### config.mk
export PLATFORM = sky130hd
export DESIGN_NAME = risc_controller_mc
export DESIGN_NICKNAME = d
export VERILOG_FILES = /design/src/rtl/risc_controller_mc.sv
export SDC_FILE = /design/constraint.sdc
export NUM_CORES = 1
export LEC_CHECK = 0
export ABC_AREA = 0
export CAP_MARGIN = 20
export CORE_MARGIN = 1
export CORE_UTILIZATION = 39
export DETAILED_ROUTE_END_ITERATION = 10
export PLACE_DENSITY_LB_ADDON = 0.05
export SETUP_SLACK_MARGIN = 0.05
export SLEW_MARGIN = 20
export SYNTH_ARGS = -nofsm -noshare
export SYNTH_HDL_FRONTEND = slang
export SYNTH_SLANG_ARGS = --single-unit
### constraint.sdc
create_clock -name clk -period 4.8 [get_ports clk]
set_input_delay 1.2 -clock clk [delete_from_list [all_inputs] [get_ports clk]]
set_output_delay 1.2 -clock clk [all_outputs]
set_load 0.02 [all_outputs]
### src/rtl/risc_controller_mc.sv
// risc_controller_mc: multi-cycle VeriRISC control FSM with memory wait states, halt modes and timeout fault.
// Defining RISC_CTRL_PERF_CNT_EN adds saturating instr_cnt/stall_cnt counters.
module risc_controller_mc #(
  parameter int HLT_MODE   = 0,
  parameter int WAIT_LIMIT = 15,
  parameter int CNT_W      = 16
) (
  input  logic             clk,
  input  logic             rst,
  input  logic [2:0]       opcode,
  input  logic             zero,
  input  logic             mem_ready,
  input  logic             run,
  output logic             mem_rd,
  output logic             load_ir,
  output logic             halt,
  output logic             inc_pc,
  output logic             load_ac,
  output logic             load_pc,
  output logic             mem_wr,
  output logic [3:0]       state,
  output logic             instr_done,
  output logic             fault,
  output logic [CNT_W-1:0] instr_cnt,
  output logic [CNT_W-1:0] stall_cnt
);
  typedef enum logic [3:0] {
    INST_ADDR  = 4'd0,
    INST_FETCH = 4'd1,
    INST_LOAD  = 4'd2,
    IDLE       = 4'd3,
    OP_ADDR    = 4'd4,
    OP_FETCH   = 4'd5,
    ALU_OP     = 4'd6,
    STORE      = 4'd7,
    HALTED     = 4'd8,
    FAULT      = 4'd9
  } state_t;
  typedef enum logic [2:0] {
    OPC_HLT, OPC_SKZ, OPC_ADD, OPC_AND, OPC_XOR, OPC_LDA, OPC_STO, OPC_JMP
  } opcode_t;
  localparam int WW = (WAIT_LIMIT > 1) ? $clog2(WAIT_LIMIT) : 1;
  localparam logic [WW-1:0] LIM_M1 = WW'(WAIT_LIMIT - 1);
  state_t        state_q, state_d;
  logic [WW-1:0] wait_q, wait_d;
  opcode_t       op;
  logic          aluop, stall, timeout;
  assign op      = opcode_t'(opcode);
  assign aluop   = op inside {OPC_ADD, OPC_AND, OPC_XOR, OPC_LDA};
  assign stall   = !mem_ready && (state_q == INST_FETCH || (state_q == OP_FETCH && aluop) ||
                                  (state_q == STORE && op == OPC_STO));
  // the stall that would push the count to WAIT_LIMIT faults instead
  assign timeout = stall && (WAIT_LIMIT != 0) && (wait_q == LIM_M1);
  assign wait_d  = stall ? wait_q + WW'(1) : '0;
  assign state   = state_q;
  assign instr_done = (state_q == STORE) && !stall;
  always_comb begin
    state_d = INST_ADDR;
    case (state_q)
      INST_ADDR:  state_d = INST_FETCH;
      INST_FETCH: state_d = INST_LOAD;
      INST_LOAD:  state_d = IDLE;
      IDLE:       state_d = OP_ADDR;
      OP_ADDR:    state_d = (HLT_MODE == 1 && op == OPC_HLT) ? HALTED : OP_FETCH;
      OP_FETCH:   state_d = ALU_OP;
      ALU_OP:     state_d = STORE;
      STORE:      state_d = INST_ADDR;
      HALTED:     state_d = run ? INST_ADDR : HALTED;
      FAULT:      state_d = FAULT;
      default:    state_d = INST_ADDR;
    endcase
    if (stall) state_d = timeout ? FAULT : state_q;
  end
  always_comb begin
    mem_rd  = 1'b0;
    load_ir = 1'b0;
    halt    = 1'b0;
    inc_pc  = 1'b0;
    load_ac = 1'b0;
    load_pc = 1'b0;
    mem_wr  = 1'b0;
    fault   = 1'b0;
    case (state_q)
      INST_FETCH: mem_rd = 1'b1;
      INST_LOAD, IDLE: begin
        mem_rd  = 1'b1;
        load_ir = 1'b1;
      end
      OP_ADDR: begin
        inc_pc = 1'b1;
        halt   = op == OPC_HLT;
      end
      OP_FETCH: mem_rd = aluop;
      ALU_OP: begin
        mem_rd  = aluop;
        load_ac = aluop;
        inc_pc  = (op == OPC_SKZ) && zero;
        load_pc = op == OPC_JMP;
      end
      STORE: begin
        mem_rd  = aluop;
        load_ac = aluop;
        inc_pc  = op == OPC_JMP;
        load_pc = op == OPC_JMP;
        mem_wr  = op == OPC_STO;
      end
      HALTED: halt = 1'b1;
      FAULT: begin
        halt  = 1'b1;
        fault = 1'b1;
      end
      default: ;
    endcase
  end
  always_ff @(posedge clk) begin
    if (rst) begin
      state_q <= INST_ADDR;
      wait_q  <= '0;
    end else begin
      state_q <= state_d;
      wait_q  <= wait_d;
    end
  end
`ifdef RISC_CTRL_PERF_CNT_EN
  logic [CNT_W-1:0] instr_cnt_q, instr_cnt_d, stall_cnt_q, stall_cnt_d;
  assign instr_cnt_d = (instr_done && !(&instr_cnt_q)) ? instr_cnt_q + CNT_W'(1) : instr_cnt_q;
  assign stall_cnt_d = (stall && !(&stall_cnt_q)) ? stall_cnt_q + CNT_W'(1) : stall_cnt_q;
  always_ff @(posedge clk) begin
    if (rst) begin
      instr_cnt_q <= '0;
      stall_cnt_q <= '0;
    end else begin
      instr_cnt_q <= instr_cnt_d;
      stall_cnt_q <= stall_cnt_d;
    end
  end
  assign instr_cnt = instr_cnt_q;
  assign stall_cnt = stall_cnt_q;
`else
  assign instr_cnt = '0;
  assign stall_cnt = '0;
`endif
endmodule

==> impl_metrics.yaml <==
run_status:
  status: "finished clean"
worst_setup_path:
  cp_slowest_cell: "clkdlybuf4s50_1"
  slowest_delay_ns: 0.56
  crit_path_end_kind: "output pin"
  cp.buffers_inverters: 2
  critPathArrivalTime_ns: 3.15
  worstSetupPathType: "in -> out"
  worst-path-max-fanout: 7
  worst_setup_path_start_kind: "input pin"
  reg2reg_slack_ns: 2.97
  cp_common_cell: "clkdlybuf4s50_1"
  crit_required_ns: 3.60
  path_cells: "clkdlybuf4s50_1, or2_1, a2111oi_4, nor3_1, clkdlybuf4s50_1"
  cp_top_family: "buffers and inverters"
synthesis:
  syn-cell-area_um2: 822
  avgSynthCellArea_um2: 7.68
  synth_area_leader_cell: "buf_4"
  synth_cell_type_count: 30
  synth_area_leaders: "buf_4, dfxtp_1, a2111oi_4, nor2_1, nand3_1"
  yosysSeqAreaShare_pct: 19.5
  synth_top_area_share_pct: 29.2
  ys_ff_latch: 8
  synth_warnings: 0
  postSynthCellCount: 107
global_route:
  grt_first_pass_wirelength_um: 2170
  grt_use_total_pct: 13.3
  antenna_found_initial: 0
  grt_max_degree: 16
  first_global_vias: 523
  grt_overflow: 0
timing:
  period_share_pct: 90.6
  fin_worst_skew_ns: 0.00734
  max-slew-margin-rel_pct: 65.6
  period_minus_slack_ns: 4.35
  rsz0062_at_grt: "false"
  hold_viol: 0
  setup_ws_ns: 0.449
  tns_ns: 0
  slew_violations: 0
  worstMarginPinSlew_ns: 0.516
  setup_viol: 0
  fmaxAchievable_ghz: 0.230
die:
  ioPinCount: 53
  die_w_um: 47.9
  die_h_um: 47.9
  start_util_pct: 41.9
  rows: 16
  coreArea_um2: 1960
  die-area_um2: 2300
power:
  switching_share_pct: 38.2
  internal_power_uw: 123
  power_frac_seq_pct: 39.2
  power_frac_clock_pct: 24.5
  switching_power_uw: 76.4
  power.density_nw_per_um2: 213
  irDropWorstVdd_mv: 0.157
  leakage_uw: 0.000399
  pwr-share-comb_pct: 36.2
clock_tree:
  clk_path_buf_depth: 2
  cts_tree: "built"
  path_clk_slew_ns: 0.05
  ctsHoldBuffers: 0
  post_cts_resized: 0
  numCtsBuffers: 3
  cts_sinks: 8
  clock_latency_ns: 0.25
  h-tree-depth: 1
  post_cts_buffers: 0
  cts_root_buf: "clkbuf_4"
cells_and_area:
  final_layout_size_suffix_gt1_share_pct: 4.00
  multi_input_area_um2: 505
  seq_area_um2: 160
  area_delta_synth_final_pct: 14.0
  final_cell_mix: "conb_1, clkdlybuf4s50_1, nor2_1, dfxtp_1"
  fin_nets: 137
  final_common_cell: "conb_1"
  num-fill-cells: 213
  antenna_cells: 0
detailed_routing:
  num_vias: 645
  drtIter0Drc: 9
  ant_nets: 0
  drc: 0
  drt_pass1_iterations: 4
  drt-total-wl_um: 1430
  wl_per_cell_um: 9.41
  viasPerCell: 4.24
worst_hold_path:
  min_path_type: "reg -> reg"
job:
  cap_violations: 0
place:
  dp_hpwl_um: 1180
  gp_congestion: 0.690
  portBuffers: 20
  place_ws_ns: 0.452
-- power groups by stage --
stage          clock network, µW  registers (µW)  logic (µW)
6_report                    49.0            78.4        72.3
5_1_grt                     55.2            80.1        80.1
4_1_cts                     51.7            78.6        72.7
3_5_place_dp                   0            79.9        72.5
3_3_place_gp                   0            80.0        72.5
2_1_floorplan                  0            76.8        73.5
-- final timing paths --
path | depth (start not counted) | end | startpoint
setup / recovery | 5 | instr_done | opcode[1]
setup reg to reg | 4 | state[1] | state[1]
hold reg to reg | 1 | wait_q[0] | wait_q[0]
hold / removal | 1 | wait_q[0] | wait_q[0]
-- synthesized netlist by cell type, drive strengths merged --
cell / n
dfxtp: 8
nor2b: 1
nand2: 3
o21a: 1
nand2b: 4
inv: 4
a211oi: 1
o31a: 1
or2: 1
nor3: 6
nor3b: 2
o21bai: 1
ha: 2
xor2: 2
a2111oi: 2
nand3: 6
or4: 1
buf: 35
xnor2: 2
o211a: 1
nand4b: 1
o211ai: 1
clkbuf: 1
nor2: 12
o21ai: 1
and2: 1
conb: 1
a21oi: 5
-- area by class of cell --
type | instances | area share [%]
clock buffers | 3 | 2.40
inverters | 4 | 1.60
multi-input cells | 90 | 53.9
flip-flops and latches | 8 | 17.1
well taps | 27 | 3.60
repair buffers | 20 | 21.4
-- stage by stage --
stage	utilization, %	cell area (µm²)	total power (µW)	hold slack [ns]	instances
after CTS	47.8	937	203	0.504	152
final	47.8	937	200	0.494	152
after global routing	47.8	937	215	0.544	152
after global placement	46.6	915	152	0.491	149
after detailed placement	46.6	915	152	0.497	149
after floorplan	-	938	150	0.457	138
-- layer usage --
metal | GRT usage [%] | vias up | wire length (µm)
li1 | - | 330 | -
met1 | 15.4 | 292 | 580
met2 | 23.8 | 23 | 760
met3 | 2.64 | 0 | 89
met4 | 5.00 | 0 | 0
met5 | 0 | - | 0
-- cells by family after synthesis --
| family | synth area share (%) |
|---|---|
| xor gates and xnor gates | 4.26 |
| adders and majority gates | 3.04 |
| buffers and inverters | 33.2 |
| other | 0.456 |
| DFF | 19.5 |
| AOI/OAI and AO/OA | 16.3 |
| and+or+nand+nor | 23.3 |
-- state kept, by name, summed over array words and instances (netlist names) --
name / count
wait_q: 4
state: 4
-- worst register-to-register path, delay by kind of cell, from the launching register on --
family	cells	cell delay, ns
DFF	1	0.64
AOI/OAI and AO/OA	2	0.77
and+or+nand+nor	2	0.32
Power figures use the tool's default switching activity.
